<file path="config.mk">
export PLATFORM = sky130hd
export DESIGN_NAME = alu_seq
export DESIGN_NICKNAME = d
export VERILOG_FILES = /design/src/rtl/alu_seq.sv
export SDC_FILE = /design/constraint.sdc
export NUM_CORES = 1
export LEC_CHECK = 0
export ABC_AREA = 1
export CAP_MARGIN = 20
export CELL_PAD_IN_SITES_DETAIL_PLACEMENT = 1
export CELL_PAD_IN_SITES_GLOBAL_PLACEMENT = 2
export CORE_ASPECT_RATIO = 0.5
export CORE_MARGIN = 1
export CORE_UTILIZATION = 35
export CTS_BUF_LIST = sky130_fd_sc_hd__clkbuf_2
export CTS_CLUSTER_DIAMETER = 200
export DETAILED_ROUTE_END_ITERATION = 10
export DONT_BUFFER_PORTS = 1
export PLACE_DENSITY = 0.89
export SLEW_MARGIN = 10
export SYNTH_ARGS = -nofsm -noshare
export SYNTH_HDL_FRONTEND = slang
export SYNTH_SLANG_ARGS = --single-unit
</file>
<file path="constraint.sdc">
create_clock -name clk -period 5.2 [get_ports clk]
set_clock_uncertainty 0.1 [all_clocks]
set_input_delay 1.04 -clock clk [delete_from_list [all_inputs] [get_ports clk]]
set_output_delay 1.04 -clock clk [all_outputs]
set_load 0.1 [all_outputs]
</file>
<file path="src/rtl/alu_seq.sv">
// Multi-cycle MIPS ALU: single-cycle logic/arith/compare ops plus iterative
// signed/unsigned multiply and divide producing HI/LO, with valid/ready handshakes.
module alu_seq #(
    parameter int unsigned WIDTH = 32
) (
    input  logic             clk,
    input  logic             reset_n,
    input  logic             in_valid,
    output logic             in_ready,
    input  logic [3:0]       alu_op,
    input  logic [WIDTH-1:0] in0,
    input  logic [WIDTH-1:0] in1,
    output logic             out_valid,
    input  logic             out_ready,
    output logic [WIDTH-1:0] result,
    output logic [WIDTH-1:0] hi,
    output logic             zero,
    output logic             overflow,
    output logic             div_zero
);
    localparam int unsigned CW = $clog2(WIDTH);
    localparam logic [CW-1:0] CNT_LAST = CW'(WIDTH - 1);

    typedef enum logic [1:0] {IDLE, MUL, DIV, DONE} state_t;

    typedef enum logic [3:0] {
        OP_AND   = 4'b0000,
        OP_OR    = 4'b0001,
        OP_ADD   = 4'b0010,
        OP_NOR   = 4'b0011,
        OP_XOR   = 4'b0100,
        OP_SLTU  = 4'b0101,
        OP_SUB   = 4'b0110,
        OP_SLT   = 4'b0111,
        OP_MULT  = 4'b1000,
        OP_MULTU = 4'b1001,
        OP_DIV   = 4'b1010,
        OP_DIVU  = 4'b1011
    } op_t;

    state_t            state_q, state_d;
    logic              out_valid_q, out_valid_d;
    logic [WIDTH-1:0]  result_q, result_d;
    logic [WIDTH-1:0]  hi_q, hi_d;
    logic              zero_q, zero_d;
    logic              overflow_q, overflow_d;
    logic              div_zero_q, div_zero_d;
    logic [WIDTH-1:0]  acc_hi_q, acc_hi_d;
    logic [WIDTH-1:0]  acc_lo_q, acc_lo_d;
    logic [WIDTH-1:0]  opb_q, opb_d;
    logic [CW-1:0]     cnt_q, cnt_d;
    logic              neg_lo_q, neg_lo_d;
    logic              neg_hi_q, neg_hi_d;

    op_t               op;
    logic              signed_op, a_neg, b_neg;
    logic [WIDTH-1:0]  in0_mag, in1_mag, add_res, sub_res;
    logic              add_ovf, sub_ovf;

    logic [WIDTH:0]    mul_sum;
    logic [WIDTH-1:0]  mul_hi_nx, mul_lo_nx;
    logic [2*WIDTH-1:0] mul_prod, mul_fin;

    logic [WIDTH:0]    div_sh, div_diff;
    logic              div_ok;
    logic [WIDTH-1:0]  div_rem_nx, div_quo_nx, div_rem_fin, div_quo_fin;

    assign op        = op_t'(alu_op);
    assign signed_op = (op == OP_MULT) || (op == OP_DIV);
    assign a_neg     = signed_op & in0[WIDTH-1];
    assign b_neg     = signed_op & in1[WIDTH-1];
    assign in0_mag   = a_neg ? -in0 : in0;
    assign in1_mag   = b_neg ? -in1 : in1;

    assign add_res = in0 + in1;
    assign sub_res = in0 - in1;
    assign add_ovf = (in0[WIDTH-1] == in1[WIDTH-1]) && (add_res[WIDTH-1] != in0[WIDTH-1]);
    assign sub_ovf = (in0[WIDTH-1] != in1[WIDTH-1]) && (sub_res[WIDTH-1] != in0[WIDTH-1]);

    // Shift-add step: {acc_hi, acc_lo} holds partial product over the shifting multiplier.
    assign mul_sum   = {1'b0, acc_hi_q} + (acc_lo_q[0] ? {1'b0, opb_q} : '0);
    assign mul_hi_nx = mul_sum[WIDTH:1];
    assign mul_lo_nx = {mul_sum[0], acc_lo_q[WIDTH-1:1]};
    assign mul_prod  = {mul_hi_nx, mul_lo_nx};
    assign mul_fin   = neg_lo_q ? -mul_prod : mul_prod;

    // Restoring step: dividend bits shift out of acc_lo as quotient bits shift in.
    assign div_sh      = {acc_hi_q, acc_lo_q[WIDTH-1]};
    assign div_diff    = div_sh - {1'b0, opb_q};
    assign div_ok      = ~div_diff[WIDTH];
    assign div_rem_nx  = div_ok ? div_diff[WIDTH-1:0] : div_sh[WIDTH-1:0];
    assign div_quo_nx  = {acc_lo_q[WIDTH-2:0], div_ok};
    assign div_quo_fin = neg_lo_q ? -div_quo_nx : div_quo_nx;
    assign div_rem_fin = neg_hi_q ? -div_rem_nx : div_rem_nx;

    always_comb begin
        state_d    = state_q;
        result_d   = result_q;
        hi_d       = hi_q;
        overflow_d = overflow_q;
        div_zero_d = div_zero_q;
        acc_hi_d   = acc_hi_q;
        acc_lo_d   = acc_lo_q;
        opb_d      = opb_q;
        cnt_d      = cnt_q;
        neg_lo_d   = neg_lo_q;
        neg_hi_d   = neg_hi_q;
        case (state_q)
            IDLE: if (in_valid) begin
                state_d    = DONE;
                hi_d       = '0;
                overflow_d = 1'b0;
                div_zero_d = 1'b0;
                case (op)
                    OP_AND:  result_d = in0 & in1;
                    OP_OR:   result_d = in0 | in1;
                    OP_NOR:  result_d = ~(in0 | in1);
                    OP_XOR:  result_d = in0 ^ in1;
                    OP_ADD:  begin result_d = add_res; overflow_d = add_ovf; end
                    OP_SUB:  begin result_d = sub_res; overflow_d = sub_ovf; end
                    OP_SLT:  result_d = WIDTH'($signed(in0) < $signed(in1));
                    OP_SLTU: result_d = WIDTH'(in0 < in1);
                    OP_MULT, OP_MULTU: begin
                        state_d  = MUL;
                        acc_hi_d = '0;
                        acc_lo_d = in1_mag;
                        opb_d    = in0_mag;
                        cnt_d    = '0;
                        neg_lo_d = a_neg ^ b_neg;
                    end
                    OP_DIV, OP_DIVU: begin
                        if (in1 == '0) begin
                            result_d   = '1;
                            hi_d       = in0;
                            div_zero_d = 1'b1;
                        end else begin
                            state_d  = DIV;
                            acc_hi_d = '0;
                            acc_lo_d = in0_mag;
                            opb_d    = in1_mag;
                            cnt_d    = '0;
                            neg_lo_d = a_neg ^ b_neg;
                            neg_hi_d = a_neg;
                        end
                    end
                    default: result_d = '0;
                endcase
            end
            // The last iteration edge also applies sign correction and commits the result.
            MUL: begin
                acc_hi_d = mul_hi_nx;
                acc_lo_d = mul_lo_nx;
                cnt_d    = cnt_q + 1'b1;
                if (cnt_q == CNT_LAST) begin
                    {hi_d, result_d} = mul_fin;
                    state_d          = DONE;
                end
            end
            DIV: begin
                acc_hi_d = div_rem_nx;
                acc_lo_d = div_quo_nx;
                cnt_d    = cnt_q + 1'b1;
                if (cnt_q == CNT_LAST) begin
                    result_d = div_quo_fin;
                    hi_d     = div_rem_fin;
                    state_d  = DONE;
                end
            end
            DONE: if (out_ready) state_d = IDLE;
            default: state_d = IDLE;
        endcase
        zero_d      = (result_d == '0);
        out_valid_d = (state_d == DONE);
    end

    always_ff @(posedge clk) begin
        if (!reset_n) begin
            state_q     <= IDLE;
            out_valid_q <= 1'b0;
            result_q    <= '0;
            hi_q        <= '0;
            zero_q      <= 1'b1;
            overflow_q  <= 1'b0;
            div_zero_q  <= 1'b0;
            acc_hi_q    <= '0;
            acc_lo_q    <= '0;
            opb_q       <= '0;
            cnt_q       <= '0;
            neg_lo_q    <= 1'b0;
            neg_hi_q    <= 1'b0;
        end else begin
            state_q     <= state_d;
            out_valid_q <= out_valid_d;
            result_q    <= result_d;
            hi_q        <= hi_d;
            zero_q      <= zero_d;
            overflow_q  <= overflow_d;
            div_zero_q  <= div_zero_d;
            acc_hi_q    <= acc_hi_d;
            acc_lo_q    <= acc_lo_d;
            opb_q       <= opb_d;
            cnt_q       <= cnt_d;
            neg_lo_q    <= neg_lo_d;
            neg_hi_q    <= neg_hi_d;
        end
    end

    assign in_ready  = reset_n & (state_q == IDLE);
    assign out_valid = out_valid_q;
    assign result    = result_q;
    assign hi        = hi_q;
    assign zero      = zero_q;
    assign overflow  = overflow_q;
    assign div_zero  = div_zero_q;
endmodule

</file>
==> results by stage, run 1 <==
Synth:
- During synthesis, Yosys emitted a total of 0 warnings.
- For this run, the register share of the synthesized area comes to 13.41%.
- Ranked by total cell area, the synthesized netlist is headed by nand2_1 20%, dfxtp_1 13%, inv_1 9.1%, ha_1 8.3%, nor2_1 7.6%.
- By count the netlist is led by 1386 x nand2_1, 623 x inv_1, 526 x nor2_1.
- Synthesis inferred 173 register bits.
- Yosys instantiated no cell more often than nand2_1.
- Synthesis instantiated 67 different standard cells from the library.
- Of all flip-flops after synthesis, the portion carrying an async set or reset was 0%.
- In the synthesized netlist, the number of instances is 4751.
- The synthesized design spends more area on one cell type than any other, namely nand2_1.
- The top cell type by area accounts for 20.14% of the synthesized area.
- Counting every net in the synthesized netlist gives 4998.
- The synthesized area is 25830 µm².
- The number of flops mapped to enable cells by yosys is 0.
- The main flop type after synthesis is dfxtp_1.
- The average cell area after synthesis is 5.437 µm².

Finish:
- Summing all non-filler instances in the final layout gives an area of 27340 µm².
- At the end of the flow, the number of nets in the layout was 4914.
- The total of fill cells in the finished design is 10093.
- Once layout is complete, the utilization of the core stands at 37.97%.
- The layout-stage area growth over the synthesis result is 5.842%.
- Of the cells placed in the final design, the portion with a size suffix greater than 1 is 4.979%.

Clock tree:
- CTS saw 173 sinks.
- The clock root buffer is clkbuf_2.
- The clock latency reported for the late side of the worst-skew pair is 1000 ps.
- Clock-pin slew was measured on the worst setup and hold paths at 310 ps.
- The TritonCTS clock tree is yes.
- The number of setup buffers added after CTS is 0.
- Clock tree synthesis inserted a total of 17 buffers.
- The number of H-tree branching levels is 4.
- No sink is reached through more buffers than the 2 on the longest clock path.
- The number of gates resized after CTS is 0.

Placed design:
- Prior to clock tree synthesis, the placed netlist has a worst setup slack of 407.4 ps.
- The congestion estimate from routability-driven global placement came to 1.037.
- Once detailed placement completed, the half-perimeter wirelength came to 119700 µm.
- The post-placement cell area is 26970 µm².
- The number of buffers added on ports is 0.

Global routing:
- For this run the aggregate overflow at the end of global routing stands at 0.
- The overall track demand over capacity in global routing is 38.07%.
- The number of global-route vias before repair is 32407.
- The pin count of the biggest net entering global routing is 73.
- The number of antenna violations at the first check in global routing was 3.
- The first global-routing pass estimated 214000 µm of wire.

Timing:
- After layout, the worst path uses 94.84% of the clock period.
- The minimum clock period is 4932 ps.
- The post-route worst setup slack is 268.4 ps.
- Timing would allow up to 0.2028 GHz.
- The worst slew slack as a fraction of its limit is 20.68%.
- The transition time at the pin with the least slew margin is 1188 ps.
- The final setup violation count is 0.
- The number of hold violations in the final report is 0.
- The count of final max-slew check failures is 0.
- The final-layout setup total negative slack is 0 ps.
- Setup repair after global routing left no endpoint under its margin.

Worst setup path:
- The type of origin of the critical path is a register.
- The setup check on the worst reg-to-reg path leaves a slack of 270 ps.
- In this run the worst setup path terminates at hi[28].
- Along the worst path, the maximum fanout reaches 22.
- The capture instance of the worst register-to-register path is hi[28].
- STA classifies the critical path endpoint as a register.
- For the worst setup path, the data required time is 6000 ps.
- The critical path launch point is acc_lo_q[31].
- Counting cells, the worst reg-to-reg path comes to 27.
- The reg-to-reg startpoint is acc_lo_q[31].
- For the worst setup path, the data arrival time is 5730 ps.
- The critical path is of the register to register type.

Power:
- In this run the static leakage power is 13.04 nW.
- IR analysis of the VDD net gives a maximum drop of 0.1958 mV.
- The cell area power density is 347.7 nW/µm².

Floorplanning:
- The floorplan has 69 rows.
- The die width is 386.2 µm.
- The starting density of the core is 35.87%.
- The number of ports placed on the die boundary is 141.
- The die covers 74960 µm².
- The core region is 72000 µm².
- The vertical die dimension is 194.1 µm.

Detailed routing:
- The pre-antenna-repair detailed-routing pass consisted of 6 iterations.
- The routed length per instance is 25.89 µm.
- The number of vias in the routed layout is 33430.
- The via density per instance is 5.927.
- In this run the remaining antenna-violating nets after routing total 0.
- After detailed routing, the number of remaining DRC violations is 0.
- The first-iteration detailed-routing DRC count is 3675.
- The final layout contains routed wiring with a total length of 146000 µm.

Job:
- Across the run, the number of max-cap violations was 0.

Outcome:
- The run finished with clean final reports.

Min path:
- The tightest min-delay check is of the primary input to register type.
==> sequential cells by signal (all words and copies together) (netlist names) <==
register,count
acc_lo_q,32
result,32
acc_hi_q,32
neg_hi_q,1
hi,32
overflow,1
opb_q,32
cnt_q,5
state_q,2
out_valid,1
zero,1
div_zero,1
neg_lo_q,1
==> layout make-up <==
cell class | count | area (µm²) | area share, %
repair buffers | 83 | 703.2 | 2.572
inverters | 639 | 2401 | 8.783
flip-flops and latches | 173 | 3465 | 12.67
clock inverters | 15 | 222.7 | 0.8146
well taps | 958 | 1199 | 4.384
clock buffers | 17 | 85.08 | 0.3112
diodes | 2 | 5.005 | 0.01831
multi-input cells | 3753 | 19260 | 70.44
==> where the power goes <==
| group | internal (W) | switching, W | total (W) | leakage, nW |
|---|---|---|---|---|
| Sequential | 0.00149 | 0.000780 | 0.00227 | 1.41 |
| Clock | 0.000342 | 0.000666 | 0.00101 | 0.177 |
| Combinational | 0.00159 | 0.00464 | 0.00623 | 11.5 |
| Total | 0.00342 | 0.00608 | 0.00951 | 13.0 |
==> cell usage in the layout (no fill, tap or decap), types with 12 or more instances in the layout <==
cell / instances
nor3_1: 63
nor2_1: 524
nand4_1: 70
o211ai_1: 36
nand2_2: 33
nor4_1: 15
inv_2: 12
buf_4: 73
inv_1: 622
a221oi_1: 22
ha_1: 168
nor2_2: 12
xor2_1: 75
dfxtp_1: 172
o21ai_0: 338
nand3_1: 358
xnor2_1: 15
clkbuf_2: 18
o22ai_1: 62
nand2_1: 1385
a31oi_1: 38
nand3b_1: 35
a21oi_1: 322
a211oi_1: 19
o21bai_1: 16
==> cell families (layout without fill, tap and decap cells) <==
group	count (synthesis)	in the layout	share of synthesized area, %
compound gates	939	939	20.76
fa+ha+maj	175	175	8.593
buf+inv	825	754	12.23
other cells	0	2	0
simple gates	2547	2547	41.85
xor+xnor	91	91	3.115
mux	1	1	0.03875
flops	173	173	13.41
==> routing by layer <==
layer / global-route usage, % / share of wire (%) / vias to the layer above
met5: 0 / 0 / -
met4: 10.80 / 3.2 / 0
met3: 8.105 / 9.7 / 198
met2: 56.97 / 42 / 1600
met1: 54.24 / 45 / 16292
li1: - / - / 15340
==> stage by stage <==
stage | cells | hold WS (ps) | total power [W]
2_1_floorplan | 4751 | 347.8 | 0.006252
3_3_place_gp | 5598 | 359.0 | 0.008213
3_5_place_dp | 5602 | 374.8 | 0.008316
4_1_cts | 5635 | 10.38 | 0.009334
5_1_grt | 5640 | 6.662 | 0.01005
6_report | 5640 | 71.08 | 0.009507
==> timing repair <==
action / 4_1_cts / 5_1_grt
endpoints found under the hold margin: 6 / 2
endpoints found under the setup margin: 0 / 0
hold buffers: 1 / 1
==> critical path, cell delays in order (launching register included) <==
cell	delay [ps]
dfxtp_1	410
inv_1	120
ha_1	290
inv_1	130
fa_1	400
nand2_1	110
nand2_1	110
nand3_2	110
nand2_4	80
nand2_2	90
nand2_4	60
nand2_4	100
nand3_2	190
nand2_8	270
buf_4	300
nand2_1	110
nand2_1	160
ha_1	260
nand3_1	100
nor2_1	260
nand2_2	140
nor2_1	240
nand3_1	220
nand3b_1	150
nand3_1	80
nand2_1	100
nand2_1	60
a21oi_1	110
==> worst min-delay path by stage <==
stage / end / start / cells past startpoint
CTS: opb_q[13] / reset_n / 2
global route: opb_q[13] / reset_n / 2
floorplan: opb_q[14] / opb_q[14] / 2
global placement: cnt_q[4] / cnt_q[4] / 2
detailed placement: cnt_q[4] / cnt_q[4] / 2
finish: opb_q[4] / reset_n / 2
Power figures use the tool's default switching activity.
==> run 2, diff against run 1 <==
CAP_MARGIN = default   (was 20)
GPL_ROUTABILITY_DRIVEN = 1   (was default)
==> run 2 against run 1 <==
  * First-iteration DRC count rose by 4.3%
  * Non-clock buffer count fell by 4
  * Cell count barely moved
  * Largest cell class unchanged
==> results by stage, run 2 (synthesis results as in run 1) <==
Outcome:
- The flow ran to the end, and the final reports show no timing, DRC or antenna violations.

Finish:
- In the final layout, flip-flops and latches occupy 3465 µm².
- The top cell types in the final layout, fill and taps aside, are 1385 x nand2_1, 621 x inv_1, 524 x nor2_1.
- The fraction of layout cells with a size suffix above 1 is 4.919%.
- The number of nets in the finished design is 4910.
- In the final layout, the multi-input gates occupy 19260 µm².
- The area growth from synthesis to layout is 5.328%.
- The library cell used most frequently in the layout, excluding fill and tap cells, is nand2_1.
- The total of fill cells in the finished design is 10157.
- The share of the core filled with cells in the final layout is 37.79%.

Detailed routing:
- The number of vias in the routed layout is 33354.
- After detailed routing, the number of remaining DRC violations is 0.
- The routed length per instance is 26.02 µm.
- The number of routed nets with antenna violations is 0.
- The final wirelength is 146700 µm.
- The first-iteration detailed-routing DRC count is 3833.
- The count of TritonRoute iterations in the first routing pass is 7.
- Dividing the detail-routed via count by the number of cells gives 5.918.

Job:
- Across the run, the number of max-cap violations was 0.

Timing:
- Based on the critical path, the design can be clocked at up to 0.2045 GHz.
- The final critical-path share of the clock period is 94.04%.
- For the pin with the worst max-slew slack, the measured transition is 1220 ps.
- Setup repair after global routing left no endpoint under its margin.
- The number of hold violations in the final report was 0.
- The worst slew slack as a fraction of its limit is 18.59%.
- Counting I/O delays and the setup requirement, the final critical path takes 4890 ps.
- Adding up every negative setup slack in the final design gives 0 ps.
- The final setup violation count is 0.
- The count of final max-slew check failures was 0.
- The worst path meets setup with 309.8 ps of slack.
- Final hold analysis gives a worst-case slack of 60.21 ps.

Floorplanning:
- The die area is 74960 µm².
- The floorplan has 69 rows.
- The die width is 386.2 µm.
- The core outline area is 72000 µm².
- The number of ports placed on the die boundary is 141.
- Measured along the y axis, the die boundary spans 194.1 µm.
- The starting density of the core is 35.87%.

Power:
- The static power due to leakage is 12.97 nW.
- VDD sags by at most 0.1633 mV.
- The cell area power density is 344.5 nW/µm².

Global routing:
- The overall track demand over capacity in global routing is 38.23%.
- The number of global-route vias before repair is 32344.
- After global routing the overflow that remains totals 0.
- The number of antenna violations at the first check in global routing is 4.
- The first global-routing pass estimated 214800 µm of wire.
- The pin count of the biggest net entering global routing is 73.

Clock tree:
- The number of H-tree branching levels is 4.
- The TritonCTS clock tree is yes.
- The number of sinks handled by clock tree synthesis is 173.
- The clock latency reported for the late side of the worst-skew pair is 1000 ps.
- The number of buffers added by the clock tree synthesis step is 17.
- The worst-case clock buffer depth is 2.
- The clock root buffer is clkbuf_2.
- The clock slew seen by the registers of the worst setup and hold paths is 300 ps.

Placed design:
- Summed over all nets, the half-perimeter wirelength after detailed placement is 119800 µm.
- The routability congestion estimate is 1.037.
- At the placement stage, the worst setup path has a slack of 410.9 ps.
- Input and output buffers added on the ports amount to 0.

Worst setup path:
- STA classifies the critical path startpoint as a register.
- At the worst endpoint, the required time is 6020 ps.
- The critical path's slowest cell is dfxtp_1.
- The critical path in this run is classified as register to register.
- Counting stages on the worst path, the most repeated cell is nand2_1.
- STA classifies the critical path endpoint as a register.
- The delay of the slowest cell on the worst path is 410 ps.
- The top fanout value on the critical path is 22.
- Data on the critical path arrives at its endpoint at 5710 ps.

Min path:
- The classification of the worst-slack hold path is primary input to register.
[run 2: cell types whose count changed in the layout (fill, tap and decap cells not counted), sizes merged]
cell,previous run,this run
buf,80,76
bufinv,4,2
clkbuf,18,17
clkinv,5,10
clkinvlp,1,3
dlygate4sd3,2,3
inv,644,639
[run 2: cell type report]
cell class	instances	share of cell area [%]
antenna	2	0.01840
inverter	639	8.839
timing repair buffer	79	2.299
tap	958	4.406
sequential	173	12.73
multi-input combinational	3753	70.79
clock buffer	17	0.3127
clock inverter	15	0.6025
[run 2: where the power goes]
group / total, W / switching, W / internal [W] / leakage [nW]
logic: 0.00621 / 0.00463 / 0.00158 / 11.4
clock network: 0.000880 / 0.000646 / 0.000234 / 0.147
registers: 0.00229 / 0.000794 / 0.00149 / 1.41
total: 0.00937 / 0.00607 / 0.00331 / 13.0
[run 2: metrics by stage]
stage | instances | total power [W] | area [µm²]
floorplan | 4751 | 0.006252 | 25830
detailed placement | 5598 | 0.008308 | 26910
global route | 5636 | 0.009921 | 27210
finish | 5636 | 0.009373 | 27210
CTS | 5632 | 0.009204 | 27180
global placement | 5598 | 0.008213 | 26910
[run 2: worst max-delay path: cells and delay by family, from the launching register on]
| family | cells | cell delay [ps] |
|---|---|---|
| flip-flops | 1 | 410 |
| AO/OA/AOI/OAI | 1 | 110 |
| AND/OR/NAND/NOR | 20 | 2730 |
| adder cells (fa/ha/maj) | 3 | 930 |
| buffers and inverters | 3 | 540 |
[run 2: final timing paths]
check             end  slack [ps]  cells after the start    startpoint
min reg2reg  opb_q[7]         400                      2      opb_q[7]
min          opb_q[2]          60                      2       reset_n
max reg2reg    hi[28]         310                     27  acc_lo_q[31]
max            hi[28]         310                     27  acc_lo_q[31]
[run 2: metal layers]
metal,track usage (%),wire length (µm)
met4,10.67,4658
met2,57.19,61190
met1,55.05,66970
met5,0,35
met3,7.329,13810
[run 2: what timing repair did]
action,4_1_cts,5_1_grt
hold endpoints to repair,4,2
hold buffers,2,1
setup buffers,0,1
gates resized for setup,0,1
setup endpoints to repair,0,1
